<file path="src/rtl/prewish_mask_arbiter_if.sv">
// Handshake bundle between the requesters and the mask arbiter.
// The slave side is the arbiter; the master side drives requests and mask bytes.
interface prewish_mask_arbiter_if;
    logic        EN_I;
    logic [3:0]  REQ_I;
    logic [31:0] DAT_I;
    logic [3:0]  ACK_O;
    logic        STB_O;
    logic [7:0]  DAT_O;
    logic [1:0]  GNT_O;
    logic        BUSY_O;
    logic        o_alive;

    modport slave (
        input  EN_I, REQ_I, DAT_I,
        output ACK_O, STB_O, DAT_O, GNT_O, BUSY_O, o_alive
    );

    modport master (
        output EN_I, REQ_I, DAT_I,
        input  ACK_O, STB_O, DAT_O, GNT_O, BUSY_O, o_alive
    );
endinterface

</file>
<file path="src/rtl/prewish_mask_arbiter.sv">
// Round-robin arbiter for four mask-byte requesters. Each grant is followed by
// one load strobe and a programmable idle gap before the next grant.
module prewish_mask_arbiter #(
    parameter int unsigned GAP_CYCLES = 4
) (
    input  logic                   CLK_I,
    input  logic                   RST_I,
    prewish_mask_arbiter_if.slave  bus
);

    typedef enum logic [1:0] {IDLE, STROBE, GAP} state_t;

    state_t      state_q;
    logic [3:0]  ack_q;
    logic        stb_q;
    logic [7:0]  dat_q;
    logic [1:0]  gnt_q;
    logic [7:0]  cnt_q;
    logic        busy_q;
    logic        alive_q;

    logic [1:0]  gnt_d;
    logic        hit_d;
    logic [1:0]  cand;

    // Search starts one past the last winner; k=4 wraps back to the last winner.
    always_comb begin
        hit_d = 1'b0;
        gnt_d = gnt_q;
        cand  = gnt_q;
        for (int k = 1; k <= 4; k++) begin
            cand = gnt_q + 2'(k);
            if (!hit_d && bus.REQ_I[cand]) begin
                hit_d = 1'b1;
                gnt_d = cand;
            end
        end
    end

    always_ff @(posedge CLK_I or posedge RST_I) begin
        if (RST_I) begin
            state_q <= IDLE;
            ack_q   <= 4'b0000;
            stb_q   <= 1'b0;
            dat_q   <= 8'h00;
            gnt_q   <= 2'd3;
            cnt_q   <= 8'd0;
            busy_q  <= 1'b0;
            alive_q <= 1'b1;
        end else begin
            ack_q <= 4'b0000;
            stb_q <= 1'b0;
            case (state_q)
                IDLE: begin
                    if (bus.EN_I && hit_d) begin
                        ack_q   <= 4'b0001 << gnt_d;
                        dat_q   <= bus.DAT_I[{gnt_d, 3'b000} +: 8];
                        gnt_q   <= gnt_d;
                        alive_q <= ~alive_q;
                        state_q <= STROBE;
                        busy_q  <= 1'b1;
                    end
                end
                STROBE: begin
                    stb_q <= 1'b1;
                    if (GAP_CYCLES == 0) begin
                        state_q <= IDLE;
                        busy_q  <= 1'b0;
                    end else begin
                        cnt_q   <= 8'(GAP_CYCLES);
                        state_q <= GAP;
                        busy_q  <= 1'b1;
                    end
                end
                GAP: begin
                    cnt_q <= cnt_q - 8'd1;
                    // Leave on the edge that takes the counter to zero.
                    if (cnt_q == 8'd1) begin
                        state_q <= IDLE;
                        busy_q  <= 1'b0;
                    end
                end
                default: begin
                    state_q <= IDLE;
                    busy_q  <= 1'b0;
                end
            endcase
        end
    end

    assign bus.ACK_O   = ack_q;
    assign bus.STB_O   = stb_q;
    assign bus.DAT_O   = dat_q;
    assign bus.GNT_O   = gnt_q;
    assign bus.BUSY_O  = busy_q;
    assign bus.o_alive = alive_q;

endmodule
</file>
<file path="src/flat_wrapper.sv">
// flat-port wrapper written by rule: the top's interface ports become plain ports
module prewish_mask_arbiter_flat 
#(
    parameter int unsigned GAP_CYCLES = 4
)
  (CLK_I, RST_I, bus_EN_I, bus_REQ_I, bus_DAT_I, bus_ACK_O, bus_STB_O, bus_DAT_O, bus_GNT_O, bus_BUSY_O, bus_o_alive);
  prewish_mask_arbiter_if bus_i ();
  input  logic CLK_I;
  input  logic RST_I;
  input wire logic [$bits(bus_i.EN_I)-1:0] bus_EN_I;
  input wire logic [$bits(bus_i.REQ_I)-1:0] bus_REQ_I;
  input wire logic [$bits(bus_i.DAT_I)-1:0] bus_DAT_I;
  output wire logic [$bits(bus_i.ACK_O)-1:0] bus_ACK_O;
  output wire logic [$bits(bus_i.STB_O)-1:0] bus_STB_O;
  output wire logic [$bits(bus_i.DAT_O)-1:0] bus_DAT_O;
  output wire logic [$bits(bus_i.GNT_O)-1:0] bus_GNT_O;
  output wire logic [$bits(bus_i.BUSY_O)-1:0] bus_BUSY_O;
  output wire logic [$bits(bus_i.o_alive)-1:0] bus_o_alive;
  assign bus_i.EN_I = bus_EN_I;
  assign bus_i.REQ_I = bus_REQ_I;
  assign bus_i.DAT_I = bus_DAT_I;
  assign bus_ACK_O = bus_i.ACK_O;
  assign bus_STB_O = bus_i.STB_O;
  assign bus_DAT_O = bus_i.DAT_O;
  assign bus_GNT_O = bus_i.GNT_O;
  assign bus_BUSY_O = bus_i.BUSY_O;
  assign bus_o_alive = bus_i.o_alive;
  prewish_mask_arbiter #(.GAP_CYCLES(GAP_CYCLES)) u_core (.CLK_I(CLK_I), .RST_I(RST_I), .bus(bus_i));
endmodule
</file>
<file path="config.mk">
export PLATFORM = sky130hd
export DESIGN_NAME = prewish_mask_arbiter_flat
export DESIGN_NICKNAME = d
export VERILOG_FILES = /design/src/rtl/prewish_mask_arbiter_if.sv /design/src/rtl/prewish_mask_arbiter.sv /design/src/flat_wrapper.sv
export SDC_FILE = /design/constraint.sdc
export NUM_CORES = 1
export LEC_CHECK = 0
export CAP_MARGIN = 5
export CORE_MARGIN = 2
export CORE_UTILIZATION = 47
export DETAILED_ROUTE_END_ITERATION = 8
export PLACE_DENSITY = 0.93
export SYNTH_ARGS = -nofsm -noshare
export SYNTH_HDL_FRONTEND = slang
export SYNTH_SLANG_ARGS = --single-unit
</file>
<file path="constraint.sdc">
create_clock -name CLK_I -period 2.9 [get_ports CLK_I]
set_clock_uncertainty 0.1 [all_clocks]
set_input_delay 0.725 -clock CLK_I [delete_from_list [all_inputs] [get_ports CLK_I]]
set_output_delay 0.725 -clock CLK_I [all_outputs]
set_load 0.02 [all_outputs]
</file>
# After elaboration in Yosys (flattened, before gate mapping)
# Cells that the tools add are included.
op_classes:
  addsub: 4
  order_cmp: 4
  eq_ne: 5
  shift: 2
  mux: 26
  n_bitwise: 1
  n_reduce_logical: 11
ops:
  columns: ["op", "n"]
  rows:
  - ["variable part select 32 x 6 -> 8 bit", 1]
  - ["case mux 8 bit (2 select lines)", 1]
  - ["< comparator 2 x 3 -> 1 bit, second input constant", 4]
  - ["2-to-1 mux 2 bit", 6]
  - ["2-to-1 mux 1 bit", 11]
  - ["binary-select mux 1 bit (select 2 bit)", 4]
  - ["equality test 8 x 1 -> 1 bit, second input constant", 1]
  - ["2-to-1 mux 4 bit", 2]
  - ["subtractor 8 x 1 -> 8 bit, second input constant", 1]
  - ["case mux 2 bit (3 select lines)", 1]
  - ["adder 2 bit, second input constant", 2]
  - ["logical AND 1 bit", 4]
  - ["!= test 2 x 1 -> 1 bit, second input constant", 2]
  - ["AND reduction 2 bit", 2]
  - ["left shift 1 x 2 -> 4 bit, first input constant", 1]
  - ["logical NOT 1 bit", 3]
  - ["case mux 1 bit (3 select lines)", 1]
  - ["adder 2 x 1 -> 2 bit, second input constant", 1]
  - ["equality test 2 x 1 -> 1 bit, second input constant", 1]
  - ["equality test 2 bit, second input constant", 1]
  - ["logical NOT 2 bit", 1]
  - ["nonzero test 2 bit", 1]
  - ["inverter 1 bit", 1]
word_totals:
  regBits: 27
  input_bits: 39
  output_inout_bits: 17
  word_cells: 61

# Logic depth before layout (Yosys ltp)
logic_depth:
  depth_word: 16
  ltp_mapped: 8
  ltp_nobuf: 7

# Worst setup path after synthesis
# No wires, ideal clock.
synth_path:
  path_kind: "input to register"
  from: "in bus_REQ_I[0]"
  to: "reg u_core.dat_q[1], in the netlist u_core.bus.DAT_O[1]"
  setup_time_ns: 0.094
  t_arrival_ns: 1.905
  path_slack_ns: 0.801
  cell_stages: 7
  n_path_buf: 2
  cell_sequence: "o41a_1 and2_4 buf_6 o211ai_2 buf_6 a221oi_1 a211oi_1"
synth_between:
  elab_chain_cells: 14
synth_rtl:
  columns: ["item", "line_no", "text"]
  rows:
  - ["start: declaration", "flat_wrapper.sv:11", "input wire logic [$bits(bus_i.REQ_I)-1:0] bus_REQ_I;"]
  - ["parallel branches: the longest is 14 deep, another holds binary-select mux 1 bit (select 2 bit)", null, null]
  - ["end signal: assignment", "prewish_mask_arbiter.sv:57", "dat_q <= bus.DAT_I[{gnt_d, 3'b000} +: 8];"]
  - ["end: declaration", "prewish_mask_arbiter.sv:16", "logic [7:0] dat_q;"]
# Several ways; the timed one is not identified. The select of a mux whose other input is x is not followed.
# A chain may end at the register's enable or synchronous reset.

# Final worst setup path
layout_path:
  from: "in bus_REQ_I[3]"
  to: "reg u_core.dat_q[4], in the netlist u_core.bus.DAT_O[4]"
# Same word-level chain as after synthesis.

==> impl_metrics.ini <==
[clock_network]
root_buffer = clkbuf_4
cts_buffers = 3
htree_levels = 1
cts_buffer_depth = 2
clock_latency_ns = 0.31
clock_sinks = 27
cts_resized = 0
postCtsHoldBufs = 0
cts_setup_buffers = 0
clk_pin_slew_ns = 0.14
tritoncts = built

[timing]
fin_ws_ns = 0.432
slew_headroom_pct = 58.7
min_period_ns = 2.47
finalHoldViolCount = 0
drv_slew = 0
setup_violations = 0
period_share_pct = 85.1
max_freq_mhz = 405
rsz0062_at_grt = no
tns_ns = 0
worstMarginPinSlew_ns = 0.611

[layout]
nets = 255
drive_gt1_share_pct = 6.67
area_delta_synth_final_pct = 41.2
fill_cells = 231
stdcell_count = 254
final_core_util_pct = 69.6
diodes = 0

[synth]
synth_commonest_cells = dfrtp_1, nor2_1, nand2_1
synth-simple-area-share_pct = 18.5
synth_top_area_share_pct = 40.2
synth_mux_area_share_pct = 6.04
synth_compound_area_share_pct = 17.2
synth_xor_area_share_pct = 3.52
synth_adder_area_share_pct = 4.19
synth_edf_count = 0
yosys.area.top_type = dfrtp_1
ys_ff_latch = 27
syn_nets = 197
syn_avg_cell_area_um2 = 9.76
yosysMostFrequentCell = dfrtp_1
synthTopCellsByArea = dfrtp_1, mux2i_1, dfstp_2
synth_top_family_by_area = simple AND/OR/NAND/NOR gates
synth_area_mm2 = 0.00149
yosysWarnings = 0
synth_ff_type = dfrtp_1
yosysUniqueCellTypes = 36
yosysSeqAreaShare_pct = 45.5
netlist_instances = 153
async_flop_share_pct = 100

[placement]
pre_cts_slack_ns = 0.0453
detailedPlacementHpwl_um = 2640
place_congestion = 0.813
dp.cells = 250
io_buffers = 55

[drt]
via_count = 1359
wirelength_um = 3360
ant_nets = 0
dr.pass1.iters = 4
drt-initial-drc-count = 33
drc = 0
vias_per_cell = 5.35
routedWlPerCell_um = 13.2

[power]
p_leak_nw = 0.888
power_w = 0.00186
peakVddDrop_mv = 0.436
powerDensity_mw_per_mm2 = 883
p_sw_w = 0.000785
seqPwrFrac_pct = 34.7
p_int_w = 0.00107
p_comb_share_pct = 56.9
sw_frac_of_total_pct = 42.2
power_frac_clock_pct = 8.4

[critical_path]
end_kind = register
crit_fanout = 11
critPathRequiredTime_ns = 3.03
crit_type = in -> reg
r2r_start = u_core.bus.GNT_O[1]$_DFFE_PP1P_
worstReg2RegEnd = u_core.bus.DAT_O[4]$_DFFE_PP0P_
rrSetupSlack_ns = 0.69
cp-start-kind = primary input
r2r_cells = 5
cp.arrival_ns = 2.59

[hold_path]
hold_class = reg -> reg
holdPathStages = 1
hp-start = u_core.bus.o_alive$_DFFE_PP1P_
whs_endpoint = u_core.bus.o_alive$_DFFE_PP1P_

[global_routing]
grt_start_max_net_pins = 16
grt_pass1_vias = 1221
grt_overflow_total = 0
grt_antenna_before_repair = 0
grtUsageTotal_pct = 20.7
grt_pass1_wl_um = 5680

[floorplanning]
die_area_mm2 = 0.00364
rows = 20
io_pins = 56
die_y_um = 60.4
fp.dieW_um = 60.4
core_mm2 = 0.00303
initial_utilization_pct = 49.3

[job]
maxCapViolations = 0

[status]
run_status = finished clean
==> stage by stage <==
stage | instance area [um^2] | hold slack (ns)
4_1_cts | 2110 | 0.417
3_5_place_dp | 2080 | 0.395
2_1_floorplan | 1490 | 0.402
3_3_place_gp | 2080 | 0.377
5_1_grt | 2110 | 0.431
6_report | 2110 | 0.410
==> power by group through the flow <==
stage	registers (W)	logic [W]	clock network, W
final	0.000646	0.00106	0.000156
after global routing	0.000665	0.00116	0.000179
after CTS	0.000646	0.00106	0.000159
after detailed placement	0.000650	0.00106	0
after global placement	0.000651	0.00102	0
after floorplan	0.000758	0.000576	0
==> cells in the final DEF, fill, tap and decap left out, types with 3 or more instances in the layout <==
| master | instances |
|---|---|
| ha_1 | 5 |
| a221oi_1 | 7 |
| clkbuf_4 | 3 |
| xnor2_1 | 3 |
| o21ai_0 | 7 |
| xor2_1 | 3 |
| nand2_1 | 12 |
| nor2_1 | 21 |
| dfrtp_1 | 24 |
| dfstp_2 | 3 |
| buf_4 | 3 |
| a211oi_1 | 9 |
| and2_1 | 7 |
| clkdlybuf4s50_1 | 55 |
| nor3_1 | 5 |
| inv_1 | 9 |
| mux2i_1 | 9 |
==> worst max-delay path, cell delays in order <==
cell and delay (ns):
clkdlybuf4s50_1 0.49, mux2i_1 0.22, or2_2 0.16, and3_1 0.56, mux2i_1 0.17, a211oi_1 0.28
==> cell families after synthesis <==
family / after synthesis
simple gates: 57
compound gates: 35
flops: 27
buf+inv: 14
mux: 9
xor+xnor: 6
fa+ha+maj: 5
==> how the worst max path moves through the flow <==
stage	from	end	slack [ns]	cells after the start
3_3_place_gp	bus_REQ_I[3]	u_core.bus.DAT_O[2]$_DFFE_PP0P_	0.23	6
4_1_cts	bus_REQ_I[3]	u_core.bus.DAT_O[4]$_DFFE_PP0P_	0.42	6
3_5_place_dp	bus_REQ_I[3]	u_core.bus.DAT_O[4]$_DFFE_PP0P_	0.05	6
6_report	bus_REQ_I[3]	u_core.bus.DAT_O[4]$_DFFE_PP0P_	0.43	6
2_1_floorplan	bus_REQ_I[0]	u_core.bus.DAT_O[1]$_DFFE_PP0P_	0.80	7
5_1_grt	bus_REQ_I[3]	u_core.bus.DAT_O[3]$_DFFE_PP0P_	0.29	6
==> cell type report <==
type | count | area (um^2) | area share [%]
clock buffer | 3 | 22.5 | 1.07
clock inverter | 1 | 5.00 | 0.238
inverter | 9 | 33.8 | 1.60
multi-input combinational | 112 | 738 | 35.0
sequential | 27 | 679 | 32.2
tap | 44 | 55.1 | 2.61
timing repair buffer | 58 | 573 | 27.2
==> layer usage <==
| metal | vias up | wire (um) | share of wire (%) | GRT usage (%) |
|---|---|---|---|---|
| li1 | 657 | - | - | - |
| met1 | 661 | 1540 | 46 | 29.9 |
| met2 | 39 | 1600 | 48 | 32.6 |
| met3 | 2 | 195 | 5.8 | 3.20 |
| met4 | 0 | 27 | 0.80 | 5.71 |
| met5 | - | 0 | 0 | 0 |
==> sequential cells by signal, indices dropped and copies added, names as in the netlist <==
signal,flops
u_core.state_q,2
u_core.bus.GNT_O,2
u_core.bus.DAT_O,8
u_core.bus.STB_O,1
u_core.bus.o_alive,1
u_core.cnt_q,8
u_core.bus.BUSY_O,1
u_core.bus.ACK_O,4
(Power assumes the default switching activity.)
